### src/rtl/mem_bus_ctrl_pkg.sv
// Shared encodings for the memory bus controller: access sizes (funct3), abort causes, FSM states.
package mem_bus_ctrl_pkg;

  localparam logic [2:0] SZ_B  = 3'b000;
  localparam logic [2:0] SZ_H  = 3'b001;
  localparam logic [2:0] SZ_W  = 3'b010;
  localparam logic [2:0] SZ_BU = 3'b100;
  localparam logic [2:0] SZ_HU = 3'b101;

  localparam logic [1:0] EXC_NONE    = 2'b00;
  localparam logic [1:0] EXC_ALIGN   = 2'b01;
  localparam logic [1:0] EXC_DECODE  = 2'b10;
  localparam logic [1:0] EXC_TIMEOUT = 2'b11;

  typedef enum logic [1:0] {
    ST_IDLE,
    ST_WAIT,
    ST_RESP,
    ST_ERR
  } state_e;

  // Stores ignore size[2], so BU/HU behave as B/H there; the legal code set is the same.
  function automatic logic size_legal(input logic [2:0] size);
    return size inside {SZ_B, SZ_H, SZ_W, SZ_BU, SZ_HU};
  endfunction

endpackage

### src/rtl/mem_bus_ctrl_lsu_align.sv
// Byte-lane handling for one access: size/alignment legality, store strobes and replication,
// load shift and sign/zero extension. Purely combinational.
module mem_bus_ctrl_lsu_align
  import mem_bus_ctrl_pkg::*;
(
  input  logic [1:0]  addr_lo,
  input  logic [2:0]  size,
  input  logic        wr,
  input  logic [31:0] wdata,
  input  logic [31:0] rdata,
  output logic        legal,
  output logic [3:0]  wstrb,
  output logic [31:0] wdata_rep,
  output logic [31:0] rdata_ext
);

  logic [31:0] rdata_sh;

  assign rdata_sh = rdata >> {addr_lo, 3'b000};

  always_comb begin
    legal     = size_legal(size);
    wstrb     = 4'b0000;
    wdata_rep = wdata;
    rdata_ext = rdata_sh;
    case (size)
      SZ_B, SZ_BU: begin
        wstrb     = 4'b0001 << addr_lo;
        wdata_rep = {4{wdata[7:0]}};
        rdata_ext = {{24{rdata_sh[7] & ~size[2]}}, rdata_sh[7:0]};
      end
      SZ_H, SZ_HU: begin
        legal     = legal & ~addr_lo[0];
        wstrb     = 4'b0011 << addr_lo;
        wdata_rep = {2{wdata[15:0]}};
        rdata_ext = {{16{rdata_sh[15] & ~size[2]}}, rdata_sh[15:0]};
      end
      SZ_W: begin
        legal = legal & (addr_lo == 2'b00);
        wstrb = 4'b1111;
      end
      default: ;
    endcase
    if (!wr) begin
      wstrb = 4'b0000;
    end
  end

endmodule

### src/rtl/mem_bus_ctrl.sv
// CPU load/store bus controller: decodes addr[31:24] to one of N_SLAVES regions, runs one
// req/ack access at a time with a timeout, and returns aligned load data or an abort cause.
module mem_bus_ctrl
  import mem_bus_ctrl_pkg::*;
#(
  parameter int N_SLAVES = 4,
  parameter int TIMEOUT  = 15
) (
  input  logic                  CLK,
  input  logic                  reset_n,
  input  logic                  cpu_req,
  input  logic [31:0]           cpu_addr,
  input  logic [31:0]           cpu_wdata,
  input  logic [2:0]            cpu_size,
  input  logic                  cpu_wr,
  output logic                  cpu_ready,
  output logic                  cpu_done,
  output logic [31:0]           cpu_rdata,
  output logic                  cpu_exc,
  output logic [1:0]            cpu_cause,
  output logic [N_SLAVES-1:0]   s_sel,
  output logic [31:0]           s_addr,
  output logic                  s_wr,
  output logic [31:0]           s_wdata,
  output logic [3:0]            s_wstrb,
  input  logic [32*N_SLAVES-1:0] s_rdata,
  input  logic [N_SLAVES-1:0]   s_ack
);

  localparam int TO_W = $clog2(TIMEOUT + 1);

  state_e                state_q;
  logic [31:0]           addr_q;
  logic [2:0]            size_q;
  logic                  wr_q;
  logic [N_SLAVES-1:0]   s_sel_q;
  logic [31:0]           s_wdata_q;
  logic [3:0]            s_wstrb_q;
  logic [TO_W-1:0]       to_cnt_q;
  logic                  cpu_ready_q;
  logic                  cpu_done_q;
  logic                  cpu_exc_q;
  logic [1:0]            cpu_cause_q;
  logic [31:0]           cpu_rdata_q;

  logic                  idle;
  logic [N_SLAVES-1:0]   sel_dec;
  logic [31:0]           sel_rdata;
  logic                  sel_ack;
  logic                  al_legal;
  logic [3:0]            al_wstrb;
  logic [31:0]           al_wdata;
  logic [31:0]           al_rdata;

  assign idle = (state_q == ST_IDLE);

  // An all-zero decode means the region lies beyond the last slave.
  for (genvar gi = 0; gi < N_SLAVES; gi++) begin : g_dec
    assign sel_dec[gi] = (cpu_addr[31:24] == 8'(gi));
  end

  always_comb begin
    sel_rdata = '0;
    for (int k = 0; k < N_SLAVES; k++) begin
      if (s_sel_q[k]) begin
        sel_rdata = sel_rdata | s_rdata[32*k +: 32];
      end
    end
  end

  assign sel_ack = |(s_ack & s_sel_q);

  // The lane logic sees the live request in IDLE and the captured request afterwards.
  mem_bus_ctrl_lsu_align u_align (
    .addr_lo   (idle ? cpu_addr[1:0] : addr_q[1:0]),
    .size      (idle ? cpu_size : size_q),
    .wr        (idle ? cpu_wr : wr_q),
    .wdata     (cpu_wdata),
    .rdata     (sel_rdata),
    .legal     (al_legal),
    .wstrb     (al_wstrb),
    .wdata_rep (al_wdata),
    .rdata_ext (al_rdata)
  );

  always_ff @(posedge CLK or negedge reset_n) begin
    if (!reset_n) begin
      state_q     <= ST_IDLE;
      addr_q      <= '0;
      size_q      <= '0;
      wr_q        <= 1'b0;
      s_sel_q     <= '0;
      s_wdata_q   <= '0;
      s_wstrb_q   <= '0;
      to_cnt_q    <= '0;
      cpu_ready_q <= 1'b1;
      cpu_done_q  <= 1'b0;
      cpu_exc_q   <= 1'b0;
      cpu_cause_q <= EXC_NONE;
      cpu_rdata_q <= '0;
    end else begin
      cpu_done_q  <= 1'b0;
      cpu_exc_q   <= 1'b0;
      cpu_cause_q <= EXC_NONE;
      cpu_rdata_q <= '0;
      case (state_q)
        ST_IDLE: begin
          if (cpu_req) begin
            addr_q      <= cpu_addr;
            size_q      <= cpu_size;
            wr_q        <= cpu_wr;
            s_wdata_q   <= al_wdata;
            s_wstrb_q   <= al_wstrb;
            cpu_ready_q <= 1'b0;
            if (!al_legal) begin
              state_q     <= ST_ERR;
              cpu_exc_q   <= 1'b1;
              cpu_cause_q <= EXC_ALIGN;
            end else if (sel_dec == '0) begin
              state_q     <= ST_ERR;
              cpu_exc_q   <= 1'b1;
              cpu_cause_q <= EXC_DECODE;
            end else begin
              state_q <= ST_WAIT;
              s_sel_q <= sel_dec;
            end
          end
        end
        ST_WAIT: begin
          // Ack takes priority over a timeout expiring on the same edge.
          if (sel_ack) begin
            state_q     <= ST_RESP;
            s_sel_q     <= '0;
            to_cnt_q    <= '0;
            cpu_done_q  <= 1'b1;
            cpu_rdata_q <= wr_q ? 32'h0 : al_rdata;
          end else if (to_cnt_q == TO_W'(TIMEOUT - 1)) begin
            state_q     <= ST_ERR;
            s_sel_q     <= '0;
            to_cnt_q    <= '0;
            cpu_exc_q   <= 1'b1;
            cpu_cause_q <= EXC_TIMEOUT;
          end else begin
            to_cnt_q <= to_cnt_q + TO_W'(1);
          end
        end
        ST_RESP, ST_ERR: begin
          state_q     <= ST_IDLE;
          cpu_ready_q <= 1'b1;
        end
        default: state_q <= ST_IDLE;
      endcase
    end
  end

  assign cpu_ready = cpu_ready_q;
  assign cpu_done  = cpu_done_q;
  assign cpu_rdata = cpu_rdata_q;
  assign cpu_exc   = cpu_exc_q;
  assign cpu_cause = cpu_cause_q;
  assign s_sel     = s_sel_q;
  assign s_addr    = addr_q;
  assign s_wr      = wr_q;
  assign s_wdata   = s_wdata_q;
  assign s_wstrb   = s_wstrb_q;

endmodule

### config.mk
export PLATFORM = sky130hd
export DESIGN_NAME = mem_bus_ctrl
export DESIGN_NICKNAME = d
export VERILOG_FILES = /design/src/rtl/mem_bus_ctrl_pkg.sv /design/src/rtl/mem_bus_ctrl_lsu_align.sv /design/src/rtl/mem_bus_ctrl.sv
export SDC_FILE = /design/constraint.sdc
export NUM_CORES = 1
export LEC_CHECK = 0
export CORE_UTILIZATION = 25
export CTS_CLUSTER_DIAMETER = 100
export DETAILED_ROUTE_END_ITERATION = 7
export DONT_BUFFER_PORTS = 1
export GPL_ROUTABILITY_DRIVEN = 1
export MAX_ROUTING_LAYER = met4
export PLACE_DENSITY = 0.44
export SLEW_MARGIN = 25
export SYNTH_ARGS = -nofsm -noshare
export SYNTH_HDL_FRONTEND = slang
export SYNTH_HIERARCHICAL = 1
export SYNTH_SLANG_ARGS = --single-unit
### constraint.sdc
create_clock -name CLK -period 8.73 [get_ports CLK]
set_input_delay 1.3095 -clock CLK [delete_from_list [all_inputs] [get_ports CLK]]
set_output_delay 1.3095 -clock CLK [all_outputs]
set_load 0.02 [all_outputs]
==> results.sh <==
export IMPL_status="complete, no violations"
export IMPL_peakVddDrop_uv=166.9
export IMPL_whs_path_depth=2
export IMPL_postCtsSetupBuffers=0
export IMPL_post_route_min_period_ns=3.104
export IMPL_r2r_slack_ns=5.63
export IMPL_grt_max_degree=120
export IMPL_htreeDepth=4
export IMPL_initial_core_util_pct=25.39
export IMPL_ys_seq_area_share_pct=45.15
export IMPL_dp_cells=1002
export IMPL_netlist_top_cells_area="dfrtp_1 45%, nand2_1 15%, a22oi_1 7.3%, mux2_2 3.8%, mux2i_1 3.6%"
export IMPL_drcViolationCount=0
export IMPL_hold_class="flip-flop to flip-flop"
export IMPL_cts_root_buffer="clkbuf_16"
export IMPL_synth_top_area_share_pct=44.76
export IMPL_fin_cells=1035
export IMPL_clk_pin_slew_ns=0.06
export IMPL_crit_chain="nor2_8 > mux2_2 > o41ai_1 > and3_1 > o31ai_2 > a22o_1"
export IMPL_drt_iter0_drc=370
export IMPL_grt_overflow_total=0
export IMPL_crit_slowest_cell="o41ai_1"
export IMPL_power_mw=2.526
export IMPL_rows=59
export IMPL_finalMaxSlewViolations=0
export IMPL_synth_avg_cell_area_um2=9.075
export IMPL_clockBufferDepth=2
export IMPL_power_density_nw_per_um2=350.0
export IMPL_die_area_um2=27040
export IMPL_worst_pin_slew_ns=0.8894
export IMPL_clk_latency_ns=0.42
export IMPL_maxCapViolCount=0
export IMPL_fin_crit_sh_pct=35.55
export IMPL_synth_ff_type="dfrtp_1"
export IMPL_chipHeight_um=164.5
export IMPL_finalWorstSetupSlack_ns=5.626
export IMPL_wl_um=21430
export IMPL_cts_resized=0
export IMPL_pre_cts_ws_ns=5.226
export IMPL_worstSetupPathType="flip-flop to flip-flop"
export IMPL_pin_count=313
export IMPL_crit_fanout=40
export IMPL_fin_util_pct=27.77
export IMPL_arrival_ns=3.41
export IMPL_wl_met3_um=1244
export IMPL_synthesis_instances=727
export IMPL_timing_rr_start="state_q[0]"
export IMPL_wl_per_cell_um=20.71
export IMPL_grt_pass1_vias=5081
export IMPL_ys_ff_latch=119
export IMPL_startpoint_type="flip-flop"
export IMPL_wl_met2_um=9652
export IMPL_io_buffer_count=0
export IMPL_tritoncts="built"
export IMPL_synth_distinct_cells=58
export IMPL_rsz0062_at_grt="no"
export IMPL_synth_edf_count=0
export IMPL_endpoint_kind="flip-flop"
export IMPL_syn_cell_area_um2=6598
export IMPL_fin_setup_tns_ns=0
export IMPL_place_area_um2=6623
export IMPL_ant_nets=0
export IMPL_hp_start="size_q[2]"
export IMPL_synthArstFlopShare_pct=100.0
export IMPL_r2r_end="s_sel[0]"
export IMPL_timing_hold_ws_ns=0.4736
export IMPL_synth_common_cells="269 x nand2_1, 118 x dfrtp_1, 64 x a22oi_1"
export IMPL_nNetsFinal=891
export IMPL_crit_required_ns=9.04
export IMPL_syn_nets=932
export IMPL_vias=5099
export IMPL_highest_layer="met4"
export IMPL_skew_ns=0.01075
export IMPL_cts_sinks=119
export IMPL_viasPerCell=4.927
export IMPL_holdPathEnd="size_q[2]"
export IMPL_post_dp_hpwl_um=15600
export IMPL_area_growth_pct=9.387
export IMPL_leakage_nw=3.428
export IMPL_rr_worst_depth=6
export IMPL_holdBufCountCts=0
export IMPL_grt_first_pass_wirelength_um=31770
export IMPL_grtUsageTotal_pct=16.32
export IMPL_fmax_mhz=322.2
export IMPL_yosysTopAreaCell="dfrtp_1"
export IMPL_routabilityCongestion=0.8688
export IMPL_ys_warn_count=6
export IMPL_yosysMostFrequentCell="nand2_1"
export IMPL_drive_above_1_share_pct=11.87
export IMPL_core_region_area_um2=25980
export IMPL_dieWidth_um=164.5
export IMPL_cp_slowest_stage_delay_ns=0.85
export IMPL_cts_made_buffers=17
export IMPL_relSlewSlack_pct=40.71
export IMPL_first_pass_iters=5
export IMPL_routedLengthMet1_um=10060
export IMPL_hold_viol=0
export IMPL_stdcell_area_um2=7217
export IMPL_setup_viol=0
export IMPL_antenna_found_initial=1
-- critical path: cells and delay by family (launching register included) --
family | cells | cell delay (ns)
AO/OA/AOI/OAI | 3 | 1.17
multiplexers | 1 | 0.66
AND/OR/NAND/NOR | 2 | 0.61
flip-flops | 1 | 0.53
-- flip-flops by register name (all words and copies together), names as in the netlist --
| register | count |
|---|---|
| s_wr | 1 |
| s_addr | 32 |
| cpu_done | 1 |
| cpu_exc | 1 |
| state_q | 2 |
| cpu_ready | 1 |
| s_sel | 4 |
| to_cnt_q | 4 |
| s_wstrb | 4 |
| cpu_rdata | 32 |
| cpu_cause | 2 |
| s_wdata | 32 |
| size_q | 3 |
-- cells in the final DEF (no fill, tap or decap), drive strengths merged, types with 2 or more instances in the layout --
cell      count
a211oi        7
a21oi         8
a22o          2
a22oi        66
a2bb2oi       7
a31oi         2
and2         34
buf           6
bufinv        2
clkbuf       19
clkinv        6
clkinvlp      3
dfrtp       118
ha            2
inv           4
mux2         22
mux2i        24
nand2       271
nand2b        3
nand3         5
nand3b        2
nor2          9
nor2b         8
nor3          6
nor3b         3
o211ai        8
o21a          6
o21ai        22
o221ai        8
o2bb2ai       2
-- layer usage --
layer,global-route usage (%),up-vias
met5,-,-
met4,6.214,0
met3,4.370,31
met2,23.17,184
met1,21.97,2490
li1,-,2394
-- cells by family after synthesis --
kind of cell / synth area share, %
muxes: 7.738
adders and majority gates: 0.3792
AOI/OAI and AO/OA: 16.61
buffers and inverters: 6.789
and+or+nand+nor: 23.33
DFF: 45.15
-- where the power goes --
part / switching [mW] / leakage [nW] / total, mW / internal (mW)
Clock: 0.279 / 0.280 / 0.710 / 0.431
Combinational: 0.468 / 1.61 / 0.735 / 0.267
Sequential: 0.352 / 1.54 / 1.08 / 0.729
Total: 1.10 / 3.43 / 2.53 / 1.43
-- worst max path at each step --
stage	startpoint	to	slack [ns]	cells past startpoint
floorplan	cpu_addr[1]	s_sel[0]	5.32	9
global placement	cpu_addr[0]	s_sel[0]	5.33	5
detailed placement	cpu_addr[0]	s_sel[0]	5.23	5
CTS	state_q[0]	s_sel[0]	5.63	6
global route	state_q[0]	s_sel[0]	5.47	6
finish	state_q[0]	s_sel[0]	5.63	6
-- area by class of cell --
class	instances	area, um2
Inverter	2	7.507
Tap cell	335	419.2
Multi-Input combinational cell	540	3172
Timing Repair Buffer	6	45.04
Sequential cell	119	2979
Clock buffer	19	442.9
Antenna cell	1	2.502
Fill cell	2802	18770
Clock inverter	13	148.9
Power figures use the tool's default switching activity.
